File: config.mk
export PLATFORM = sky130hd
export DESIGN_NAME = commit_trace_sched
export DESIGN_NICKNAME = d
export VERILOG_FILES = /design/src/rtl/commit_trace_sched.sv
export SDC_FILE = /design/constraint.sdc
export NUM_CORES = 2
export LEC_CHECK = 0
export CORE_UTILIZATION = 53
export DETAILED_ROUTE_END_ITERATION = 7
export HOLD_SLACK_MARGIN = 0.03
export MAX_ROUTING_LAYER = met4
export PLACE_DENSITY_LB_ADDON = 0.08
export SYNTH_ARGS = -nofsm -noshare
export SYNTH_HDL_FRONTEND = slang
export SYNTH_SLANG_ARGS = --single-unit
File: constraint.sdc
create_clock -name clk_i -period 14.7 [get_ports clk_i]
set_clock_uncertainty 0.1 [all_clocks]
set_input_delay 2.94 -clock clk_i [delete_from_list [all_inputs] [get_ports clk_i]]
set_output_delay 2.94 -clock clk_i [all_outputs]
set_load 0.005 [all_outputs]
File: src/rtl/commit_trace_sched.sv
// commit_trace_sched: buffers multi-port commit records into a FIFO and serialises them onto a trace stream.
// Optional TRACE_TIMESTAMP_EN stores the capture cycle with each record and drives trace_cycle_o.
module commit_trace_sched #(
    parameter int unsigned NrPorts    = 2,
    parameter int unsigned FifoDepth  = 8,
    parameter logic [31:0] TohostAddr = 32'h8010_0000,
    parameter logic [63:0] CycleLimit = 64'd1000000
) (
    input  logic                   clk_i,
    input  logic                   rst_i,
    input  logic [NrPorts-1:0]     commit_valid_i,
    input  logic [NrPorts*64-1:0]  commit_pc_i,
    input  logic [NrPorts*32-1:0]  commit_instr_i,
    input  logic [NrPorts*5-1:0]   commit_rd_i,
    input  logic [NrPorts-1:0]     commit_fpr_i,
    input  logic [NrPorts*64-1:0]  commit_wdata_i,
    input  logic [NrPorts-1:0]     commit_exc_i,
    input  logic [NrPorts*6-1:0]   commit_cause_i,
    input  logic                   host_we_i,
    input  logic [31:0]            host_addr_i,
    input  logic [63:0]            host_wdata_i,
    output logic                   trace_valid_o,
    input  logic                   trace_ready_i,
    output logic [1:0]             trace_port_o,
    output logic [63:0]            trace_pc_o,
    output logic [31:0]            trace_instr_o,
    output logic [4:0]             trace_rd_o,
    output logic                   trace_fpr_o,
    output logic [63:0]            trace_wdata_o,
    output logic                   trace_exc_o,
    output logic [5:0]             trace_cause_o,
    output logic [63:0]            trace_cycle_o,
    output logic [31:0]            drop_cnt_o,
    output logic [1:0]             state_o,
    output logic                   finish_o,
    output logic [63:0]            finish_code_o
);
    localparam int unsigned AW = FifoDepth > 1 ? $clog2(FifoDepth) : 1;
    localparam int unsigned CW = $clog2(FifoDepth + 1);

    typedef enum logic [1:0] {RUN = 2'd0, DRAIN = 2'd1, DONE = 2'd2} state_e;

    typedef struct packed {
        logic [1:0]  port;
        logic [63:0] pc;
        logic [31:0] instr;
        logic [4:0]  rd;
        logic        fpr;
        logic [63:0] wdata;
        logic        exc;
        logic [5:0]  cause;
`ifdef TRACE_TIMESTAMP_EN
        logic [63:0] cycle;
`endif
    } rec_t;

    state_e        state_q, state_d;
    rec_t          mem_q [FifoDepth];
    rec_t          rec [NrPorts];
    rec_t          head;
    logic [AW-1:0] rd_q, wr_q;
    logic [AW-1:0] slot [NrPorts];
    logic [CW-1:0] count_q, count_d, space, n_enq;
    logic [2:0]    n_drop;
    logic [63:0]   cycle_q, code_q, code_d;
    logic [31:0]   drop_q, drop_d;
    logic [32:0]   drop_sum;
    logic [NrPorts-1:0] keep, write;
    logic          pop;

    // Records are ranked by ascending port so the lowest ports claim free slots first
    always_comb begin
        space  = CW'(FifoDepth) - count_q;
        n_enq  = '0;
        n_drop = '0;
        for (int p = 0; p < NrPorts; p++) begin
            keep[p]  = state_q == RUN && commit_valid_i[p] &&
                       !(commit_exc_i[p] && (commit_cause_i[p*6+:6] == 6'd2 || commit_cause_i[p*6+:6] == 6'd24));
            slot[p]  = wr_q + AW'(n_enq);
            write[p] = keep[p] && n_enq < space;
            n_enq    = n_enq + CW'(write[p]);
            n_drop   = n_drop + 3'(keep[p] && !write[p]);
            rec[p].port  = 2'(p);
            rec[p].pc    = commit_pc_i[p*64+:64];
            rec[p].instr = commit_instr_i[p*32+:32];
            rec[p].rd    = commit_rd_i[p*5+:5];
            rec[p].fpr   = commit_fpr_i[p];
            rec[p].wdata = commit_wdata_i[p*64+:64];
            rec[p].exc   = commit_exc_i[p];
            rec[p].cause = commit_cause_i[p*6+:6];
`ifdef TRACE_TIMESTAMP_EN
            rec[p].cycle = cycle_q;
`endif
        end
    end

    assign pop      = count_q != '0 && trace_ready_i;
    assign count_d  = count_q + n_enq - CW'(pop);
    assign drop_sum = {1'b0, drop_q} + 33'(n_drop);
    assign drop_d   = drop_sum[32] ? '1 : drop_sum[31:0];

    // Tohost is checked first so it wins over a coincident timeout
    always_comb begin
        state_d = state_q;
        code_d  = code_q;
        if (state_q == RUN) begin
            if (host_we_i && host_addr_i == TohostAddr) begin
                state_d = DRAIN;
                code_d  = host_wdata_i;
            end else if (CycleLimit != '0 && cycle_q >= CycleLimit) begin
                state_d = DRAIN;
                code_d  = '1;
            end
        end else if (state_q == DRAIN && count_q == '0) begin
            state_d = DONE;
        end
    end

    always_ff @(posedge clk_i or posedge rst_i) begin
        if (rst_i) begin
            state_q <= RUN;
            rd_q    <= '0;
            wr_q    <= '0;
            count_q <= '0;
            cycle_q <= '0;
            code_q  <= '0;
            drop_q  <= '0;
        end else begin
            state_q <= state_d;
            rd_q    <= rd_q + AW'(pop);
            wr_q    <= wr_q + AW'(n_enq);
            count_q <= count_d;
            cycle_q <= cycle_q + 64'd1;
            code_q  <= code_d;
            drop_q  <= drop_d;
        end
    end

    always_ff @(posedge clk_i) begin
        for (int p = 0; p < NrPorts; p++)
            if (write[p]) mem_q[slot[p]] <= rec[p];
    end

    assign trace_valid_o = count_q != '0;
    assign head          = trace_valid_o ? mem_q[rd_q] : '0;
    assign trace_port_o  = head.port;
    assign trace_pc_o    = head.pc;
    assign trace_instr_o = head.instr;
    assign trace_rd_o    = head.rd;
    assign trace_fpr_o   = head.fpr;
    assign trace_wdata_o = head.wdata;
    assign trace_exc_o   = head.exc;
    assign trace_cause_o = head.cause;
`ifdef TRACE_TIMESTAMP_EN
    assign trace_cycle_o = head.cycle;
`else
    assign trace_cycle_o = '0;
`endif
    assign drop_cnt_o    = drop_q;
    assign state_o       = state_q;
    assign finish_o      = state_q == DONE;
    assign finish_code_o = code_q;
endmodule

Yosys cells after proc, flatten, opt, wreduce, memory -nomap -nowiden:

Memories as Yosys holds them, arrays and structs flattened.
Cells that the tools add are included.

* flip-flop bits (word level): 172
* memories: 1
* output and inout port bits: 339
* memory bits (writable): 1392

* $add $sub $neg: 10
* order comparisons: 3
* muxes and demuxes: 12
* equality and inequality tests: 8
* reduce and logical (&&, ||, !) cells: 26

Memories
* mem_q: depth 8, width 174, read ports 1, clocked after Yosys merged registers in 0, write ports 2, RTL line 58 `rec_t mem_q [FifoDepth];`

Operator list (number)
* $mux W175: 1
* $mux W64: 2
* $add A64 B1 Y64 const B: 1
* $ge A64 B20 Y1 const B: 1
* $add A32 B2 Y33: 1
* $eq A32 B32 Y1 const B: 1
* $mux W32: 1
* $logic_and A1 B1 Y1: 13
* $eq A6 B2 Y1 const B: 2
* $eq A6 B5 Y1 const B: 2
* $mux W2: 4
* $add A3 B1 Y3: 2
* $add A1 B1 Y2: 2
* $add A4 B2 Y4: 1
* $logic_not A1 Y1: 4
* $logic_not A4 Y1: 1
* $lt A1 B4 Y1: 1
* $lt A1 B4 Y1 const A: 1
* $mux W1: 4
* $reduce_and A2 Y1: 2
* $reduce_bool A2 Y1: 2
* $reduce_bool A4 Y1: 1
* $sub A4 B1 Y4: 1
* $sub A4 B4 Y4 const A: 1
* 6 further kinds: 7

Logic depth before layout (Yosys ltp):

* word-level depth: 13
* depth in mapped cells: 16
* gate-level depth less buffers: 14

Least setup slack after synthesis:

OpenSTA, ideal clock, no wires.

* path kind: input -> register
* from: input port commit_valid_i[0]
* to: memory mem_q[0][0] in the netlist's numbering, enable pin
* slack: -3.026 ns
* buffers on the path: 4
* stages: 8
* setup time: 0.945 ns
* arrival: 16.681 ns
* cell sequence: or3b_1 clkbuf_1 or3_1 or3_1 clkbuf_1 clkbuf_1 clkbuf_1 o21ai_0

RTL lines
* from (decl): RTL line 11 `input logic [NrPorts-1:0] commit_valid_i,`
* to (decl): RTL line 58

==> run summary <==
The synthesized netlist contains 60 unique library cells. Timing analysis after detailed placement gives a worst setup slack of 5520 ps. TritonCTS built the clock tree. For the count of pins over their slew limit, the log shows 0. The number of fillers in the final layout is 12295. The die is 403 um tall. The tools report the data arrival time of the critical path as 8770 ps. Clock-pin slew was measured on the worst setup and hold paths at 60 ps. The detail route stage leaves a number of antenna-violating nets equal to 0.

The run gives 0 as the count of final setup violators. The run gives 152 as the pin count of the biggest net entering global routing. Cells with a size suffix above 1 make up 29.2% of the layout. The power dissipated by switching net loads was 5.17 mW; the accumulated negative setup slack was 0 ps.

Counting along the longest clock path gives a buffer depth of 3. The cell count after synthesis came out at 6470. Startpoint-to-endpoint class of the critical path: in2reg.

The die is 403 um wide. Across every metal layer, demand over resource in global routing totals 32.5%. The total overflow left after global routing is 0.

The top-level port count is 787, and the async set-or-reset flop fraction in the synthesized netlist is 11.0%. The average wire per standard cell is 27.9 um, and the number of buffers created by CTS is 175. The cell accounting for the most synthesized area is edfxtp_1.

The worst hold path belongs to the class reg2reg. The tightest hold path in the finished design has a slack of 365 ps. STA classifies the critical path startpoint as a primary input. The total wire length is 259000 um, and the die area is 163000 um2.

The share of Yosys cell area claimed by the top area cell type was 48.7%; the total chip power was 15.6 mW. The worst setup path is captured at a register. The CTS sink count was 1564. The number of max-cap violations was 0; the number of flops mapped to enable cells by yosys was 1384. The maximum clock frequency was 118 MHz. The first-pass GRT wire length was 380000 um.

The dominant synthesized flop cell was edfxtp_1. In the routed design, unresolved DRC markers number 0. The clock latency on the worst-skew pair came out at 790 ps. The worst max-slew margin expressed relative to the limit was 15.3%; the average instance area after synthesis was 13.2 um2. The run gives 6 as the detailed-router iteration count before antenna repair. At the end of routability-driven placement, the weighted congestion stood at 0.829.

The clock network accounts for 27.7% of the total power. The total of flip-flops plus latches after synthesis came out at 1564. After synthesis, the cell types taking the most area are edfxtp_1 49%, mux2_2 17%, mux4_2 9.2%.

Sequential cells account for 35.6% of the total power. Maximum resistive drop on vdd: 0.000147 V. For the finished layout, the period the worst path requires is 8460 ps. The share of the Yosys chip area taken by registers is 53.9%. For this run, the post-layout net count is 7444. The area of the core came out at 159000 um2.

The number of DRC violations after detailed-routing iteration 0 was 5287; the final count of hold timing violations was 0. The number of global-route vias before repair came out at 57812. The logs give 4 for the number of H-tree levels and 0 for the hold buffer count at cts.

For the final worst slack, the log shows 6240 ps. Summed over all cells, the static leakage comes to 36.7 nW. The number of warnings printed during yosys synthesis is 0. The run finished with clean final reports. The layout-stage area growth over the synthesis result is 16.8%, and the internal power is 10.5 mW.

The cell area after synthesis was 85400 um2; the endpoint required time on the critical path was 15010 ps. Combinational cells account for 36.7% of the total power. CTS placed an instance of clkbuf_16 at the clock tree root. Setup repair after global routing left no endpoint under its margin. The number of input and output port buffers inserted was 721; the initial antenna violation count was 52. At the pin with the least slew margin, the transition time is 1270 ps.

The peak fanout along the critical path is 46. For the placed wire-length estimate after detailed placement, the log shows 147000 um. The number of cells upsized or downsized after cts came out at 0. After clock tree synthesis, the setup repair step added 0 buffers.

The total power density per cell area was 157 nW/um2. For this configuration, the core starts out at a cell density of 53.7%. The routed via count was 56773; the number of rows in the core area was 146.

The final clock period utilization by the worst path was 57.5%; the final core area utilization was 62.7%. The switching share of power is 33.0%, and the via density per instance is 6.09.
-- cell usage in the layout (no fill, tap or decap), types with 9 or more instances in the layout --
cell	netlist	final
and4_1	9	9
nand2b_1	181	178
mux2i_1	175	175
mux2_1	19	19
clkinv_2	0	21
clkbuf_1	301	49
bufinv_16	0	13
dfrtp_1	172	168
and3_1	17	17
nor2_1	1593	1593
clkdlybuf4s50_1	0	721
mux4_2	348	348
xnor2_1	48	48
clkbuf_16	0	180
buf_12	0	13
o22a_1	64	64
clkinv_1	0	35
mux2_2	1279	1279
mux2_4	88	88
inv_1	29	28
nand2_1	238	236
diode_2	0	54
edfxtp_1	1384	1384
nand3_1	33	33
buf_4	82	86
ha_1	17	17
conb_1	1	65
nand4_1	40	40
nor4_1	26	26
nor3_1	22	19
xor2_1	43	43
-- power by group through the flow --
stage          sequential, mW  combinational (mW)  clock (mW)
3_3_place_gp             5.64                5.73           0
5_1_grt                  5.60                6.07        4.54
2_1_floorplan            5.57                3.37           0
4_1_cts                  5.57                5.77        4.38
6_report                 5.56                5.75        4.33
3_5_place_dp             5.66                5.74           0
-- Yosys cell counts (33+ instances only) --
cell      instances
mux2_4           88
mux4_2          348
o22a_1           64
xnor2_1          48
xor2_1           43
buf_2           110
nand3_1          33
buf_1            50
edfxtp_1       1384
mux2_2         1279
nor2_1         1593
buf_4            82
clkbuf_1        301
nand4_1          40
mux2i_1         175
nand2b_1        181
nand2_1         238
dfrtp_1         172
-- worst paths after layout --
check,start,endpoint,slack (ps),cells past startpoint
max in group asynchronous,rst_i,finish_code_o[40],10130,4
worst max register to register,count_q[0],mem_q[1][163],8300,15
worst min register to register,mem_q[5][173],mem_q[5][173],360,1
worst min-delay path,mem_q[5][173],mem_q[5][173],360,1
worst max-delay path,commit_cause_i[0],mem_q[1][163],6240,14
min in group asynchronous,rst_i,drop_cnt_o[28],2560,2
-- registers in the layout, indices dropped and copies added, names as in the netlist --
register       count
drop_cnt_o        32
mem_q           1392
cycle_q           64
finish_code_o     64
wr_q               3
state_o            2
count_q            4
rd_q               3
-- stage by stage --
stage	cell area (um2)	std cells
floorplan	85600	6534
global placement	94000	8945
detailed placement	94000	8945
CTS	99600	9262
global route	99700	9311
finish	99700	9316
-- routing by layer --
metal | vias to the layer above | part of all wire, % | GRT usage [%]
met5 | - | 0 | -
met4 | 0 | 3.1 | 10.9
met3 | 420 | 8.0 | 5.68
met2 | 2402 | 49 | 53.3
met1 | 29243 | 40 | 40.8
li1 | 24708 | - | -
-- final cells by class --
type	count	area, um2	area share [%]
Sequential cell	1564	46000	46.2
Antenna cell	54	135	0.136
Clock buffer	234	4760	4.77
Tap cell	2146	2690	2.69
Timing Repair Buffer	820	8120	8.15
Inverter	29	114	0.114
Clock inverter	83	802	0.804
Multi-Input combinational cell	4386	37000	37.2
-- cells by family (layout without fill, tap and decap cells) --
| logic type | after synthesis | in the layout | share of synthesized area [%] |
|---|---|---|---|
| fa+ha+maj | 20 | 20 | 0.319 |
| simple gates | 2203 | 2203 | 10.8 |
| xor+xnor | 91 | 91 | 0.933 |
| flops | 1564 | 1564 | 53.9 |
| mux | 1909 | 1909 | 29.9 |
| other cells | 1 | 119 | 0.00439 |
| compound gates | 98 | 98 | 0.933 |
| buf+inv | 584 | 1166 | 3.20 |
-- critical path, stage by stage --
cell,delay [ps]
clkdlybuf4s50_1,450
nor4b_1,540
o21a_1,400
nor3_1,170
ha_1,220
ha_1,210
xor2_1,180
nor2_1,210
nand2_1,100
nor3_2,130
buf_4,710
nand2b_4,800
buf_4,760
buf_4,750
(Power assumes the default switching activity.)
